## src/rtl/decode_pkg.sv

```systemverilog
// Shared decode definitions: opcode[6:2] classes, out_fmt bit
// positions and the decoded payload carried between stages.
package decode_pkg;

    localparam logic [4:0] OP_LOAD      = 5'b00000;
    localparam logic [4:0] OP_LOAD_FP   = 5'b00001;
    localparam logic [4:0] OP_MISC_MEM  = 5'b00011;
    localparam logic [4:0] OP_OP_IMM    = 5'b00100;
    localparam logic [4:0] OP_AUIPC     = 5'b00101;
    localparam logic [4:0] OP_OP_IMM_32 = 5'b00110;
    localparam logic [4:0] OP_STORE     = 5'b01000;
    localparam logic [4:0] OP_STORE_FP  = 5'b01001;
    localparam logic [4:0] OP_AMO       = 5'b01011;
    localparam logic [4:0] OP_OP        = 5'b01100;
    localparam logic [4:0] OP_LUI       = 5'b01101;
    localparam logic [4:0] OP_OP_32     = 5'b01110;
    localparam logic [4:0] OP_OP_FP     = 5'b10100;
    localparam logic [4:0] OP_BRANCH    = 5'b11000;
    localparam logic [4:0] OP_JALR      = 5'b11001;
    localparam logic [4:0] OP_JAL       = 5'b11011;
    localparam logic [4:0] OP_SYSTEM    = 5'b11100;

    localparam int FMT_R = 0;
    localparam int FMT_I = 1;
    localparam int FMT_S = 2;
    localparam int FMT_B = 3;
    localparam int FMT_U = 4;
    localparam int FMT_J = 5;

    typedef struct packed {
        logic       illegal;
        logic [5:0] fmt;
        logic       imm_valid;
        logic [6:0] opcode;
        logic [2:0] funct3;
        logic [6:0] funct7;
        logic [4:0] rs1;
        logic [4:0] rs2;
        logic [4:0] rd;
    } dec_t;

endpackage

```

## src/rtl/decode_fields.sv

```systemverilog
// Combinational RV32/RV64 field extractor: format class, register
// indices, sign-extended immediate and illegal-instruction flag.
module decode_fields
    import decode_pkg::*;
#(
    parameter int XLEN = 32
) (
    input  logic [31:0]     i_instr,
    output dec_t            o_dec,
    output logic [XLEN-1:0] o_imm
);

    logic [4:0]         w_op;
    logic [5:0]         w_cls;
    logic               w_rv64_only;
    logic               w_illegal;
    logic signed [31:0] w_imm32;

    assign w_op = i_instr[6:2];

    assign w_cls[FMT_R] = w_op inside {OP_AMO, OP_OP, OP_OP_32, OP_OP_FP};
    assign w_cls[FMT_I] = w_op inside {OP_LOAD, OP_LOAD_FP, OP_MISC_MEM,
                                       OP_OP_IMM, OP_OP_IMM_32, OP_JALR,
                                       OP_SYSTEM};
    assign w_cls[FMT_S] = w_op inside {OP_STORE, OP_STORE_FP};
    assign w_cls[FMT_B] = (w_op == OP_BRANCH);
    assign w_cls[FMT_U] = w_op inside {OP_AUIPC, OP_LUI};
    assign w_cls[FMT_J] = (w_op == OP_JAL);

    assign w_rv64_only = (w_op == OP_OP_IMM_32) || (w_op == OP_OP_32);

    assign w_illegal = (i_instr[1:0] != 2'b11)
                    || (w_cls == '0)
                    || ((XLEN == 32) && w_rv64_only);

    always_comb begin
        o_dec   = '0;
        w_imm32 = '0;
        o_dec.illegal = w_illegal;
        if (!w_illegal) begin
            o_dec.fmt       = w_cls;
            o_dec.imm_valid = !w_cls[FMT_R];
            o_dec.opcode    = i_instr[6:0];
            o_dec.funct3    = i_instr[14:12];
            o_dec.funct7    = i_instr[31:25];
            o_dec.rs1       = i_instr[19:15];
            o_dec.rs2       = i_instr[24:20];
            o_dec.rd        = i_instr[11:7];
            unique case (1'b1)
                w_cls[FMT_I]: begin
                    o_dec.rs2 = '0;
                    w_imm32   = {{20{i_instr[31]}}, i_instr[31:20]};
                end
                w_cls[FMT_S]: begin
                    o_dec.funct7 = '0;
                    o_dec.rd     = '0;
                    w_imm32      = {{20{i_instr[31]}}, i_instr[31:25],
                                    i_instr[11:7]};
                end
                w_cls[FMT_B]: begin
                    o_dec.funct7 = '0;
                    o_dec.rd     = '0;
                    w_imm32      = {{20{i_instr[31]}}, i_instr[7],
                                    i_instr[30:25], i_instr[11:8], 1'b0};
                end
                w_cls[FMT_U], w_cls[FMT_J]: begin
                    o_dec.funct3 = '0;
                    o_dec.rs1    = '0;
                    o_dec.rs2    = '0;
                    o_dec.funct7 = '0;
                    if (w_cls[FMT_U])
                        w_imm32 = {i_instr[31:12], 12'b0};
                    else
                        w_imm32 = {{12{i_instr[31]}}, i_instr[19:12],
                                   i_instr[20], i_instr[30:21], 1'b0};
                end
                default: ;
            endcase
        end
    end

    assign o_imm = XLEN'(w_imm32);

endmodule

```

## src/rtl/decode_stage.sv

```systemverilog
// Decode pipeline stage with valid/ready handshake and illegal counter.
// DECODE_SKID_EN adds a one-entry skid buffer with registered in_ready.
module decode_stage
    import decode_pkg::*;
#(
    parameter int XLEN  = 32,
    parameter int CNT_W = 16
) (
    input  logic             clk,
    input  logic             rst,
    input  logic             flush,
    input  logic             in_valid,
    output logic             in_ready,
    input  logic [31:0]      in_instr,
    input  logic [XLEN-1:0]  in_pc,
    output logic             out_valid,
    input  logic             out_ready,
    output logic [XLEN-1:0]  out_pc,
    output logic [6:0]       out_opcode,
    output logic [2:0]       out_funct3,
    output logic [6:0]       out_funct7,
    output logic [4:0]       out_rs1,
    output logic [4:0]       out_rs2,
    output logic [4:0]       out_rd,
    output logic [XLEN-1:0]  out_imm,
    output logic             out_imm_valid,
    output logic [5:0]       out_fmt,
    output logic             out_illegal,
    output logic [CNT_W-1:0] illegal_cnt
);

    dec_t             w_dec;
    logic [XLEN-1:0]  w_imm;
    logic             w_acc;
    logic             r_out_valid;
    dec_t             r_out_dec;
    logic [XLEN-1:0]  r_out_imm;
    logic [XLEN-1:0]  r_out_pc;
    logic [CNT_W-1:0] r_cnt;

    decode_fields #(.XLEN(XLEN)) u_fields (
        .i_instr (in_instr),
        .o_dec   (w_dec),
        .o_imm   (w_imm)
    );

`ifdef DECODE_SKID_EN
    logic             r_skid_valid;
    dec_t             r_skid_dec;
    logic [XLEN-1:0]  r_skid_imm;
    logic [XLEN-1:0]  r_skid_pc;

    assign in_ready = !r_skid_valid;
    assign w_acc    = in_valid && !r_skid_valid;

    always_ff @(posedge clk) begin
        if (rst) begin
            r_out_valid  <= 1'b0;
            r_out_dec    <= '0;
            r_out_imm    <= '0;
            r_out_pc     <= '0;
            r_skid_valid <= 1'b0;
            r_skid_dec   <= '0;
            r_skid_imm   <= '0;
            r_skid_pc    <= '0;
        end else if (flush) begin
            r_out_valid  <= 1'b0;
            r_skid_valid <= 1'b0;
        end else if (!r_out_valid || out_ready) begin
            // skid never coexists with an accept: in_ready is low then
            if (r_skid_valid) begin
                r_out_valid  <= 1'b1;
                r_out_dec    <= r_skid_dec;
                r_out_imm    <= r_skid_imm;
                r_out_pc     <= r_skid_pc;
                r_skid_valid <= 1'b0;
            end else if (w_acc) begin
                r_out_valid <= 1'b1;
                r_out_dec   <= w_dec;
                r_out_imm   <= w_imm;
                r_out_pc    <= in_pc;
            end else begin
                r_out_valid <= 1'b0;
            end
        end else if (w_acc) begin
            r_skid_valid <= 1'b1;
            r_skid_dec   <= w_dec;
            r_skid_imm   <= w_imm;
            r_skid_pc    <= in_pc;
        end
    end
`else
    assign in_ready = !r_out_valid || out_ready;
    assign w_acc    = in_valid && in_ready;

    always_ff @(posedge clk) begin
        if (rst) begin
            r_out_valid <= 1'b0;
            r_out_dec   <= '0;
            r_out_imm   <= '0;
            r_out_pc    <= '0;
        end else if (flush) begin
            r_out_valid <= 1'b0;
        end else if (w_acc) begin
            r_out_valid <= 1'b1;
            r_out_dec   <= w_dec;
            r_out_imm   <= w_imm;
            r_out_pc    <= in_pc;
        end else if (out_ready) begin
            r_out_valid <= 1'b0;
        end
    end
`endif

    // counted at acceptance; a flushed accept is discarded uncounted
    always_ff @(posedge clk) begin
        if (rst)
            r_cnt <= '0;
        else if (!flush && w_acc && w_dec.illegal && (r_cnt != '1))
            r_cnt <= r_cnt + CNT_W'(1);
    end

    assign out_valid     = r_out_valid;
    assign out_pc        = r_out_pc;
    assign out_opcode    = r_out_dec.opcode;
    assign out_funct3    = r_out_dec.funct3;
    assign out_funct7    = r_out_dec.funct7;
    assign out_rs1       = r_out_dec.rs1;
    assign out_rs2       = r_out_dec.rs2;
    assign out_rd        = r_out_dec.rd;
    assign out_imm       = r_out_imm;
    assign out_imm_valid = r_out_dec.imm_valid;
    assign out_fmt       = r_out_dec.fmt;
    assign out_illegal   = r_out_dec.illegal;
    assign illegal_cnt   = r_cnt;

endmodule

```

## config.mk

```make
export PLATFORM = sky130hd
export DESIGN_NAME = decode_stage
export DESIGN_NICKNAME = d
export VERILOG_FILES = /design/src/rtl/decode_pkg.sv /design/src/rtl/decode_fields.sv /design/src/rtl/decode_stage.sv
export SDC_FILE = /design/constraint.sdc
export NUM_CORES = 1
export LEC_CHECK = 0
export CELL_PAD_IN_SITES_DETAIL_PLACEMENT = 0
export CELL_PAD_IN_SITES_GLOBAL_PLACEMENT = 1
export CORE_ASPECT_RATIO = 2
export CORE_MARGIN = 2
export CORE_UTILIZATION = 32
export DETAILED_ROUTE_END_ITERATION = 7
export MAX_ROUTING_LAYER = met4
export PLACE_DENSITY_LB_ADDON = 0.1
export SETUP_SLACK_MARGIN = 0.05
export SYNTH_ARGS = -nofsm -noshare
export SYNTH_HDL_FRONTEND = slang
export SYNTH_HIERARCHICAL = 1
export SYNTH_SLANG_ARGS = --single-unit
```

## constraint.sdc

```tcl
create_clock -name clk -period 3.21 [get_ports clk]
set_input_delay 0.321 -clock clk [delete_from_list [all_inputs] [get_ports clk]]
set_output_delay 0.321 -clock clk [all_outputs]
set_load 0.005 [all_outputs]
```

======== After elaboration in Yosys (flattened, before gate mapping) ========
Cells that the tools add are included.
word-level totals
  register bits ........................... 121
  input bits .............................. 69
  output and inout bits ................... 122
  logic and storage cells ................. 68
operators by class
  $add $sub $neg .......................... 1
  eq/ne operators ......................... 18
  mux-type cells .......................... 11
  bitwise logic cells ..................... 1
  reduce and logical (&&, ||, !) cells .... 24
operators with widths
  kind                                                             count
  32-bit one-hot mux with 4 select lines                           1
  39-bit 2-to-1 mux                                                1
  32-bit 2-to-1 mux                                                1
  31-bit 2-to-1 mux                                                1
  5-bit by 4-bit == test with 1-bit output, second input constant  6
  5-bit == test, second input constant                             5
  16-bit by 1-bit adder with 16-bit output, second input constant  1
  16-bit != test, second input constant                            1
  5-bit by 3-bit == test with 1-bit output, second input constant  3
  5-bit 2-to-1 mux                                                 3
  7-bit 2-to-1 mux                                                 1
  7-bit nonzero test                                               1
  6-bit zero test                                                  1
  2-bit nonzero test                                               3
  2-bit OR reduction                                               3
  5-bit by 1-bit == test with 1-bit output, second input constant  1
  5-bit by 2-bit == test with 1-bit output, second input constant  1
  5-bit zero test                                                  1
  1-bit logical AND                                                4
  1-bit logical OR                                                 4
  4-bit nonzero test                                               1
  4-bit OR reduction                                               1
  1-bit zero test                                                  3
  3-bit 2-to-1 mux                                                 1
  5 further kinds                                                  6

======== Logic depth before layout (Yosys ltp) ========
  depth after elaboration ................. 7
  depth in mapped cells ................... 11
  depth with buffers taken out ............ 8

======== Hierarchy ========
The synthesis kept the hierarchy.
modules (own cells, without submodules)
  module         instances  cells each  area an instance (µm²)  sequential area each (µm²)
  decode_stage   1          555         4365.4                  2422.3
  decode_fields  1          187         1113.6                  0.0

======== Worst setup path before layout ========
No wires, ideal clock.
  path type ............................... in2reg
  from .................................... input port in_instr[5]
  to ...................................... register r_cnt[15] (netlist: illegal_cnt[15])
  library setup time ...................... 0.070 ns
  arrival ................................. 2.547 ns
  data required time ...................... 3.140 ns
  path slack .............................. 0.593 ns
  stages on the path ...................... 11
  buffers on the path ..................... 3
  cell sequence ........................... buf_2 > nor2b_1 > nor3_1 > o21a_1 > inv_2 > buf_4 > nand3_2 > or4b_1 > buf_2 > or3_1 > a21oi_1
between the ends
  cells in the longest elaborated chain, start to end .. 7
  elaborated cells on any way between the ends .. 27
  classes of those cells .................. eq/ne (16); reduce/logical (11)
RTL lines
  element                                                                 RTL line             source
  start, declared                                                         decode_stage.sv:14   input logic [31:0] in_instr,
  5-bit by 1-bit == test with 1-bit output, or another cell as far along  decode_fields.sv:22  assign w_cls[FMT_I] = w_op inside {OP_LOAD, OP_LOAD_FP, OP_MISC_MEM,
  7-bit nonzero test, or another cell as far along                        decode_fields.sv:22
  6-bit zero test                                                         decode_fields.sv:33  || (w_cls == '0)
  1-bit logical OR                                                        decode_fields.sv:33
  1-bit logical OR *                                                      decode_fields.sv:34  || ((XLEN == 32) && w_rv64_only);
  named net u_fields.w_illegal                                            decode_fields.sv:16  logic w_illegal;
  1-bit logical AND * (2 in series)                                       decode_stage.sv:119  else if (!flush && w_acc && w_dec.illegal && (r_cnt != '1))
  end signal, assigned                                                    decode_stage.sv:120  r_cnt <= r_cnt + CNT_W'(1);
  end, declared                                                           decode_stage.sv:39   logic [CNT_W-1:0] r_cnt;
The timed path passes the listed nets; every way through them passes the cells marked *.
A chain may end at the register's enable or synchronous reset.

==> out/results.ini <==
[clock_tree]
htree_levels = 4
root_buffer = clkbuf_16
clock_sinks = 121
hold_buffers = 0
cts_resized = 0
cts_tree = built
clock_path_buffers = 2
clock_latency_ps = 420
cts_setup_buffers = 0
path_clk_slew_ps = 60
numCtsBuffers = 17

[global_route]
grt_overflow_total = 0
antenna_found_initial = 0
grt_pass1_wl_um = 29200
grt_pass1_vias = 5712
grt_max_degree = 71
grtUsageTotal_pct = 21.3

[final_layout]
drive_gt1_share_pct = 6.69
final_util_pct = 48.5
syn_to_final_growth_pct = 48.4
design.final.nets = 984
antennaDiodeCount = 0

[run]
maxCapViolations = 0

[place]
portBuffers = 190
place_congestion = 0.891
dp_hpwl_um = 13900

[power_and_ir_drop]
power_frac_clock_pct = 48.4
total_leakage_power_nw = 2.81
netSwitchingPower_mw = 0.929
seq_power_share_pct = 40.8
ir_drop_mv = 0.298
power.density_nw_per_um2 = 466
internal_power_mw = 2.86
p_sw_share_pct = 24.5
combPwrFrac_pct = 10.8

[worst_setup_path]
critPathLaunchType = primary input
arrival_ps = 2780
end_kind = flip-flop
cp_slowest_cell = or4b_1
reg2reg_from = illegal_cnt[5]
max_stage_delay_ps = 650
path_class = primary input to flip-flop
worst-path-max-fanout = 7
rr_worst_depth = 5
cp_data_required_time_ps = 3550
worstReg2RegEnd = illegal_cnt[15]
crit_chain = clkdlybuf4s50_1, o21ai_0, and3_1, o21a_1, inv_2, nand3_2, or4b_1, or3_1, a21oi_1
regToRegSetupSlack_ps = 1110

[routing]
vias = 5742
drc = 0
ant_nets = 0
met1_length_um = 7270
via_per_inst = 5.06
dr.pass1.iters = 4
dr_wl_met2_um = 10100
finalWirelength_um = 18900
detail_route.wl_per_cell_um = 16.7
drtIter0Drc = 207
top_layer_used = met4
dr_wl_met3_um = 929

[floorplan]
io_pins = 191
rows = 67
dieArea_um2 = 18200
fp.coreArea_um2 = 16800
start_util_pct = 32.7
die_x_um = 96.5
die_h_um = 189

[timing]
rsz0062_at_grt = false
tightest_slew_ps = 910
fin_crit_ps = 2450
min_period_over_period_pct = 76.2
finalMaxSlewViolations = 0
fin_worst_skew_ps = 5.44
slew_headroom_pct = 38.8
tns_ps = 0
hold_viol = 0
fmax_ghz = 0.409
finalSetupViolations = 0

[synth]
synth_top_cell_by_area = dfxtp_1
synth_ff_type = dfxtp_1
synth_edf_count = 0
syn_area_per_cell_um2 = 7.38
syn_area_um2 = 5480
synthesis.nets = 812
netlist_instances = 742
yosysUniqueCellTypes = 53
synth.most_common_cell = nand2_1
yosys-top-cells-area = dfxtp_1, nand2_1, a21oi_1
synthTopCellsByCount = nand2_1, a21oi_1, dfxtp_1
yosysSeqAreaShare_pct = 44.2
ys_warn_count = 6
synth.top_cell.area_share_pct = 44.2
async_reset_ff_share_pct = 0
synth-seq-cells = 121

[hold_path]
min_to = illegal_cnt[0]
worstHoldPathCells = 2
min_path_type = primary input to flip-flop
hp-start = rst

[status]
status = finished, final reports clean

## worst max-delay path: cells and delay by family
kind	cells	cell delay, ps
AOI/OAI and AO/OA	3	500
and+or+nand+nor	4	1320
buffers and inverters	2	640
## state kept, by name, indices dropped and copies added (netlist names)
| register | cells |
|---|---|
| illegal_cnt | 16 |
| out_fmt | 6 |
| out_funct3 | 3 |
| out_funct7 | 7 |
| out_illegal | 1 |
| out_imm | 32 |
| out_imm_valid | 1 |
| out_opcode | 7 |
| out_pc | 32 |
| out_rd | 5 |
| out_rs1 | 5 |
| out_rs2 | 5 |
| out_valid | 1 |
## placed cells by master (no fill, tap or decap), types with 10 or more instances in the layout
cell type / n
a21oi_1: 135
and3_1: 21
buf_4: 20
clkbuf_16: 17
clkdlybuf4s50_1: 189
dfxtp_1: 121
inv_1: 10
nand2_1: 245
nor2_1: 23
nor3_1: 14
## metal layers
layer / vias up / global-route usage (%)
li1: 2860 / -
met1: 2658 / 22.6
met2: 193 / 37.8
met3: 31 / 3.78
met4: 0 / 8.99
met5: - / -
## worst max-delay path by stage
| stage | from | to | slack, ps | cells after the start |
|---|---|---|---|---|
| CTS | in_instr[2] | illegal_cnt[15] | 800 | 9 |
| detailed placement | in_instr[2] | illegal_cnt[15] | 360 | 9 |
| global placement | in_instr[2] | illegal_cnt[15] | 480 | 9 |
| finish | in_instr[2] | illegal_cnt[15] | 760 | 9 |
| global route | in_instr[6] | illegal_cnt[15] | 600 | 9 |
| floorplan | in_instr[5] | illegal_cnt[15] | 590 | 11 |
## power groups by stage
stage | Combinational, mW | Clock (mW) | Sequential (mW)
4_1_cts | 0.413 | 1.88 | 1.55
3_3_place_gp | 0.409 | 0 | 1.58
3_5_place_dp | 0.412 | 0 | 1.58
2_1_floorplan | 0.186 | 0 | 1.58
6_report | 0.409 | 1.84 | 1.55
5_1_grt | 0.447 | 1.95 | 1.55
## metrics by stage
step / cell area, µm² / setup WS, ps / instances / hold slack, ps / total power [mW]
3_3_place_gp: 7570 / 478 / 1102 / 441 / 1.99
3_5_place_dp: 7570 / 365 / 1102 / 446 / 1.99
5_1_grt: 8130 / 596 / 1134 / 452 / 3.95
2_1_floorplan: 5480 / 593 / 742 / 394 / 1.77
6_report: 8130 / 763 / 1134 / 440 / 3.79
4_1_cts: 8130 / 800 / 1134 / 436 / 3.84
## cells by family after synthesis
| kind of cell | Yosys count | share of synthesized area [%] |
|---|---|---|
| simple gates | 364 | 29.9 |
| compound gates | 177 | 18.6 |
| flops | 121 | 44.2 |
| buf+inv | 70 | 5.62 |
| xor+xnor | 6 | 0.959 |
| mux | 3 | 0.548 |
| fa+ha+maj | 1 | 0.228 |
## layout make-up
| type | instances | area (µm²) |
|---|---|---|
| Tap cell | 207 | 259 |
| Multi-Input combinational cell | 551 | 2760 |
| Sequential cell | 121 | 2420 |
| Fill cell | 1701 | 8640 |
| Clock inverter | 12 | 126 |
| Inverter | 12 | 45.0 |
| Timing Repair Buffer | 211 | 2080 |
| Clock buffer | 20 | 437 |
(Power assumes the default switching activity.)
